### src/rtl/add_serial.sv
// Multi-cycle serial adder/subtractor: adds CHUNK bits per clock, LSB chunk first,
// and presents the registered result and flags when the last chunk completes.
module add_serial #(
  parameter int DATASIZE = 8,
  parameter int CHUNK    = 2
) (
  input  logic                iClk,
  input  logic                iRst,
  input  logic                iStart,
  input  logic [DATASIZE-1:0] iA,
  input  logic [DATASIZE-1:0] iB,
  input  logic                iCI,
  input  logic                iSub,
  output logic                oBusy,
  output logic                oDone,
  output logic [DATASIZE-1:0] oS,
  output logic                oCY,
  output logic                oAC,
  output logic                oZ,
  output logic                oSg,
  output logic                oP
);

  localparam int          NCHK   = DATASIZE / CHUNK;
  localparam int          KW     = (NCHK > 1) ? $clog2(NCHK) : 1;
  localparam int unsigned AC_POS = 3 % CHUNK;
  localparam logic [KW-1:0] K_LAST = KW'(NCHK - 1);
  localparam logic [KW-1:0] K_AC   = KW'(3 / CHUNK);

  typedef enum logic [1:0] {IDLE, RUN, DONE} state_t;

  state_t              r_state;
  logic [DATASIZE-1:0] r_a;
  logic [DATASIZE-1:0] r_b;
  logic [DATASIZE-1:0] r_work;
  logic                r_cy;
  logic                r_ac;
  logic                r_sub;
  logic [KW-1:0]       r_k;

  logic [CHUNK-1:0]    w_ca;
  logic [CHUNK-1:0]    w_cb;
  logic [CHUNK-1:0]    w_sum;
  logic                w_c;
  logic                w_c3;
  logic [DATASIZE-1:0] w_result;

  // Ripple across the current chunk; the carry out of bit 3 is tapped wherever it lands.
  always_comb begin
    w_ca  = r_a[r_k*CHUNK +: CHUNK];
    w_cb  = r_b[r_k*CHUNK +: CHUNK];
    w_sum = '0;
    w_c3  = 1'b0;
    w_c   = r_cy;
    for (int unsigned i = 0; i < CHUNK; i++) begin
      w_sum[i] = w_ca[i] ^ w_cb[i] ^ w_c;
      w_c      = (w_ca[i] & w_cb[i]) | (w_c & (w_ca[i] ^ w_cb[i]));
      if (i == AC_POS) w_c3 = w_c;
    end
    w_result = r_work;
    w_result[(NCHK-1)*CHUNK +: CHUNK] = w_sum;
  end

  always_ff @(posedge iClk or posedge iRst) begin
    if (iRst) begin
      r_state <= IDLE;
      r_a     <= '0;
      r_b     <= '0;
      r_work  <= '0;
      r_cy    <= 1'b0;
      r_ac    <= 1'b0;
      r_sub   <= 1'b0;
      r_k     <= '0;
      oBusy   <= 1'b0;
      oDone   <= 1'b0;
      oS      <= '0;
      oCY     <= 1'b0;
      oAC     <= 1'b0;
      oZ      <= 1'b0;
      oSg     <= 1'b0;
      oP      <= 1'b0;
    end else begin
      oDone <= 1'b0;
      if (r_state != RUN) begin
        // IDLE and DONE share the accept path so DONE can restart back-to-back.
        if (iStart) begin
          r_a     <= iA;
          r_b     <= iSub ? ~iB : iB;
          r_cy    <= iSub ? ~iCI : iCI;
          r_sub   <= iSub;
          r_k     <= '0;
          oBusy   <= 1'b1;
          r_state <= RUN;
        end else begin
          r_state <= IDLE;
        end
      end else begin
        r_work[r_k*CHUNK +: CHUNK] <= w_sum;
        r_cy <= w_c;
        r_k  <= r_k + 1'b1;
        if (r_k == K_AC) r_ac <= w_c3;
        if (r_k == K_LAST) begin
          oS      <= w_result;
          oCY     <= w_c ^ r_sub;
          oAC     <= (r_k == K_AC) ? w_c3 : r_ac;
          oZ      <= ~|w_result;
          oSg     <= w_result[DATASIZE-1];
          oP      <= ~^w_result;
          oBusy   <= 1'b0;
          oDone   <= 1'b1;
          r_state <= DONE;
        end
      end
    end
  end

endmodule

### config.mk
export PLATFORM = sky130hd
export DESIGN_NAME = add_serial
export DESIGN_NICKNAME = d
export VERILOG_FILES = /design/src/rtl/add_serial.sv
export SDC_FILE = /design/constraint.sdc
export NUM_CORES = 1
export LEC_CHECK = 0
export CORE_AREA = 2 2 79 96
export CTS_CLUSTER_DIAMETER = 60
export DETAILED_ROUTE_END_ITERATION = 16
export DIE_AREA = 0 0 81 98
export GPL_ROUTABILITY_DRIVEN = 0
export GPL_TIMING_DRIVEN = 0
export SLEW_MARGIN = 20
export SYNTH_ARGS = -nofsm -noshare
export SYNTH_HDL_FRONTEND = slang
export SYNTH_SLANG_ARGS = --single-unit
### constraint.sdc
create_clock -name iClk -period 3.1 [get_ports iClk]
set_input_delay 0.31 -clock iClk [delete_from_list [all_inputs] [get_ports iClk]]
set_output_delay 0.31 -clock iClk [all_outputs]
set_load 0.005 [all_outputs]
==> impl_metrics.csv <==
group,metric,value,unit
timing,layout_setup_ws,0.184,ns
job,max_cap_viol_count,0,
die,floorplan.die_area,7940,sq um
drt,vias_per_cell,4.37,
clock_network,tritoncts,"done",
grt,grt_overflow,0,
die,core.rowCount,34,
setup_path,critical_path_required,3.26,ns
setup_path,worst_setup_path_end_kind,"flop",
final_layout,final_net_count,240,
final_layout,final_layout_size_suffix_gt1_share,17.1,%
setup_path,critical_path_class,"flop to flop",
grt,grt_pass1_vias,1421,
die,die_extent_in_x,81,um
synth,yosys_register_bits,43,
synth,synth_top_area_share,52.6,%
synth,yosys.cell_count.top_type,"sky130_fd_sc_hd__dfrtp_1",
drt,detail_route.drc_violations,0,
timing,headroom_to_the_max_slew_limit,67.2,%
grt,track_usage,10.8,%
drt,vias,1310,
synth,synth_area_leader_cell,"sky130_fd_sc_hd__dfrtp_1",
final_layout,antenna_cells,0,
timing,final.period_utilization,94.1,%
clock_network,clkSinkCount,43,
synth,synth.avg_cell_area,12.3,sq um
grt,grt_first_pass_wirelength,6.62,mm
clock_network,cts.htree.levels,2,
place,buffer_ports.inserted,34,
grt,number_of_antenna_violations_at_the_first_check_in_global_routing,0,
clock_network,cts-hold-fix-buffers,0,
synth,ys_types,28,
final_layout,layout.area.seq,1080,sq um
synth,mappedNetlistNets,197,
drt,drt_first_iter_violations,54,
final_layout,flow.area_growth_from_synthesis,29.7,%
timing,clock.fmax,0.343,GHz
timing,hold_viol_final,0,
setup_path,crit_arrival,3.08,ns
timing,slew_violations,0,
clock_network,ctsRootBufferMaster,"sky130_fd_sc_hd__clkbuf_8",
power_and_ir_drop,power_density,1180,nW/um^2
final_layout,multi_input_area,873,sq um
synth,synth-edff-count,0,
timing,tns,0,ns
setup_path,critical_path_peak_fanout,8,
run_status,run_status,"finished, final reports clean",
drt,drtAntennaViolNets,0,
die,die_height,98,um
worst_hold_path,worstHoldPathType,"input pin to asynchronous set/reset pin",
drt,detail_route.wl_per_cell,12.6,um
clock_network,cts_max_path_buffers,2,
die,core-area,7060,sq um
timing,max_slew.worst_pin.slew,0.485,ns
die,pin_count,36,
synth,synth.top_cells.by_count,"sky130_fd_sc_hd__dfrtp_1 (43), sky130_fd_sc_hd__a21oi_1 (16), sky130_fd_sc_hd__mux2_2 (12), sky130_fd_sc_hd__nand2_1 (12)",
synth,synthesis.yosys.warnings,0,
place,place_hpwl,2.86,mm
final_layout,post_route_core_utilization,37.5,%
timing,setup_violations,0,
clock_network,clk_pin_slew_worst_paths,0.08,ns
synth,synth_async_sr_flop_share,100,%
setup_path,cp-start-kind,"flop",
power_and_ir_drop,power_leakage,1.12,nW
timing,period_needed,2.92,ns
grt,grt_max_degree,36,
timing,fin_skew,0.00778,ns
place,pre_cts_slack,0.00249,ns
synth,ys_seq_area_share,52.6,%
timing,rsz0062_at_grt,"no",
clock_network,cts_buffers,5,
synth,ys_top_cells_by_area,"sky130_fd_sc_hd__dfrtp_1 (53%), sky130_fd_sc_hd__mux2_2 (6.6%), sky130_fd_sc_hd__ha_1 (4.9%), sky130_fd_sc_hd__mux4_2 (4.4%), sky130_fd_sc_hd__xnor2_1 (4.3%)",
drt,drt-pass1-iter-count,4,
die,floorplan.initialDensity,29.0,%
timing,fin_hold_ws,0.242,ns
place,post_dp_cell_area,2520,sq um
clock_network,clk-insertion-delay-late,0.29,ns
synth,synthFlopType,"sky130_fd_sc_hd__dfrtp_1",
final_layout,final.fill_count,731,
synth,syn-cell-area,2040,sq um
power_and_ir_drop,power.ir.vdd_worst,0.485,mV
drt,final_wirelength,3.77,mm
synth,post_synth_inst_count,166,
final_layout,stdcell_area,2650,sq um
-- worst paths after layout --
| kind | start | endpoint | slack (ns) | cells past startpoint |
|---|---|---|---|---|
| worst max-delay path | r_k[0] | oP | 0.18 | 7 |
| worst min-delay path | iRst | r_state[0] | 0.24 | 2 |
| worst max register to register | r_k[0] | oP | 0.18 | 7 |
| worst min register to register | oS[4] | oS[4] | 0.48 | 2 |
| max in group asynchronous | iRst | oS[4] | 2.41 | 3 |
| min in group iClk | iSub | r_b[7] | 0.48 | 3 |
-- critical path: stages, from the launching register on --
cell                      delay (ns)
sky130_fd_sc_hd__dfrtp_1        0.40
sky130_fd_sc_hd__buf_6          0.17
sky130_fd_sc_hd__mux4_2         0.54
sky130_fd_sc_hd__fa_1           0.44
sky130_fd_sc_hd__fa_2           0.61
sky130_fd_sc_hd__xnor3_1        0.42
sky130_fd_sc_hd__xnor2_1        0.13
sky130_fd_sc_hd__o21ai_0        0.08
-- power by group --
part / internal (mW) / leakage (nW) / switching [mW]
registers: 0.819 / 0.529 / 0.150
logic: 0.983 / 0.534 / 0.725
clock network: 0.261 / 0.0612 / 0.189
-- through the flow --
stage / power [mW] / instances
after global routing: 3.41 / 300
after CTS: 3.12 / 299
after floorplan: 2.14 / 166
after global placement: 2.60 / 290
after detailed placement: 2.64 / 291
final: 3.13 / 300
-- registers in the layout, summed over array words and instances (netlist names) --
signal and cells:
oP 1, r_cy 1, oS 8, r_work 6, oZ 1, r_state 2, r_b 8, r_ac 1
r_k 2, oBusy 1, r_sub 1, oDone 1, oCY 1, oAC 1, r_a 8
-- cells by family after synthesis --
kind of cell    share of synthesized area, %
buf+inv                                 4.77
fa+ha+maj                               6.85
flops                                   52.6
xor+xnor                                6.24
mux                                     12.7
simple gates                            6.86
compound gates                          9.91
-- area by class of cell --
class | instances | share of cell area, %
Timing Repair Buffer | 36 | 13.9
Multi-Input combinational cell | 103 | 32.9
Tap cell | 90 | 4.25
Clock inverter | 2 | 1.32
Buffer | 9 | 2.36
Clock buffer | 6 | 3.11
Inverter | 11 | 1.56
Sequential cell | 43 | 40.6
-- cells in the final DEF, fill, tap and decap left out --
| master | n |
|---|---|
| sky130_fd_sc_hd__o21a_1 | 1 |
| sky130_fd_sc_hd__buf_2 | 2 |
| sky130_fd_sc_hd__a21oi_1 | 16 |
| sky130_fd_sc_hd__mux4_2 | 4 |
| sky130_fd_sc_hd__xor2_1 | 2 |
| sky130_fd_sc_hd__o21ai_0 | 11 |
| sky130_fd_sc_hd__nor2_1 | 3 |
| sky130_fd_sc_hd__nand2_1 | 12 |
| sky130_fd_sc_hd__mux2i_1 | 2 |
| sky130_fd_sc_hd__nand2b_1 | 1 |
| sky130_fd_sc_hd__ha_1 | 8 |
| sky130_fd_sc_hd__xnor2_1 | 10 |
| sky130_fd_sc_hd__inv_2 | 1 |
| sky130_fd_sc_hd__inv_1 | 10 |
| sky130_fd_sc_hd__fa_1 | 1 |
| sky130_fd_sc_hd__nor2b_1 | 1 |
| sky130_fd_sc_hd__clkdlybuf4s50_1 | 34 |
| sky130_fd_sc_hd__buf_4 | 2 |
| sky130_fd_sc_hd__o31ai_1 | 1 |
| sky130_fd_sc_hd__clkinv_2 | 1 |
| sky130_fd_sc_hd__fa_2 | 1 |
| sky130_fd_sc_hd__mux2_4 | 1 |
| sky130_fd_sc_hd__clkbuf_1 | 3 |
| sky130_fd_sc_hd__clkbuf_8 | 6 |
| sky130_fd_sc_hd__a22o_1 | 6 |
| sky130_fd_sc_hd__buf_12 | 1 |
| sky130_fd_sc_hd__buf_6 | 3 |
| sky130_fd_sc_hd__nor4b_1 | 3 |
| sky130_fd_sc_hd__xnor3_1 | 1 |
| sky130_fd_sc_hd__bufinv_16 | 1 |
| sky130_fd_sc_hd__dfrtp_1 | 43 |
| sky130_fd_sc_hd__nand3b_1 | 4 |
| sky130_fd_sc_hd__and2_4 | 1 |
| sky130_fd_sc_hd__mux2_2 | 12 |
| sky130_fd_sc_hd__nand4_1 | 1 |
-- routing by layer --
layer / track usage (%) / routed length, um / vias up / part of all wire, %
li1: - / - / 657 / -
met1: 12.5 / 1560 / 620 / 41
met2: 19.1 / 2000 / 28 / 53
met3: 3.05 / 152 / 5 / 4.0
met4: 3.13 / 52 / 0 / 1.4
met5: 0 / 0 / - / 0
-- timing repair --
action                                  in CTS  in global routing
hold endpoints to repair                     0                  0
endpoints found under the setup margin       1                  1
setup buffers                                0                  1
pin swaps                                    0                  1
resized for setup                            1                  3
(Power assumes the default switching activity.)
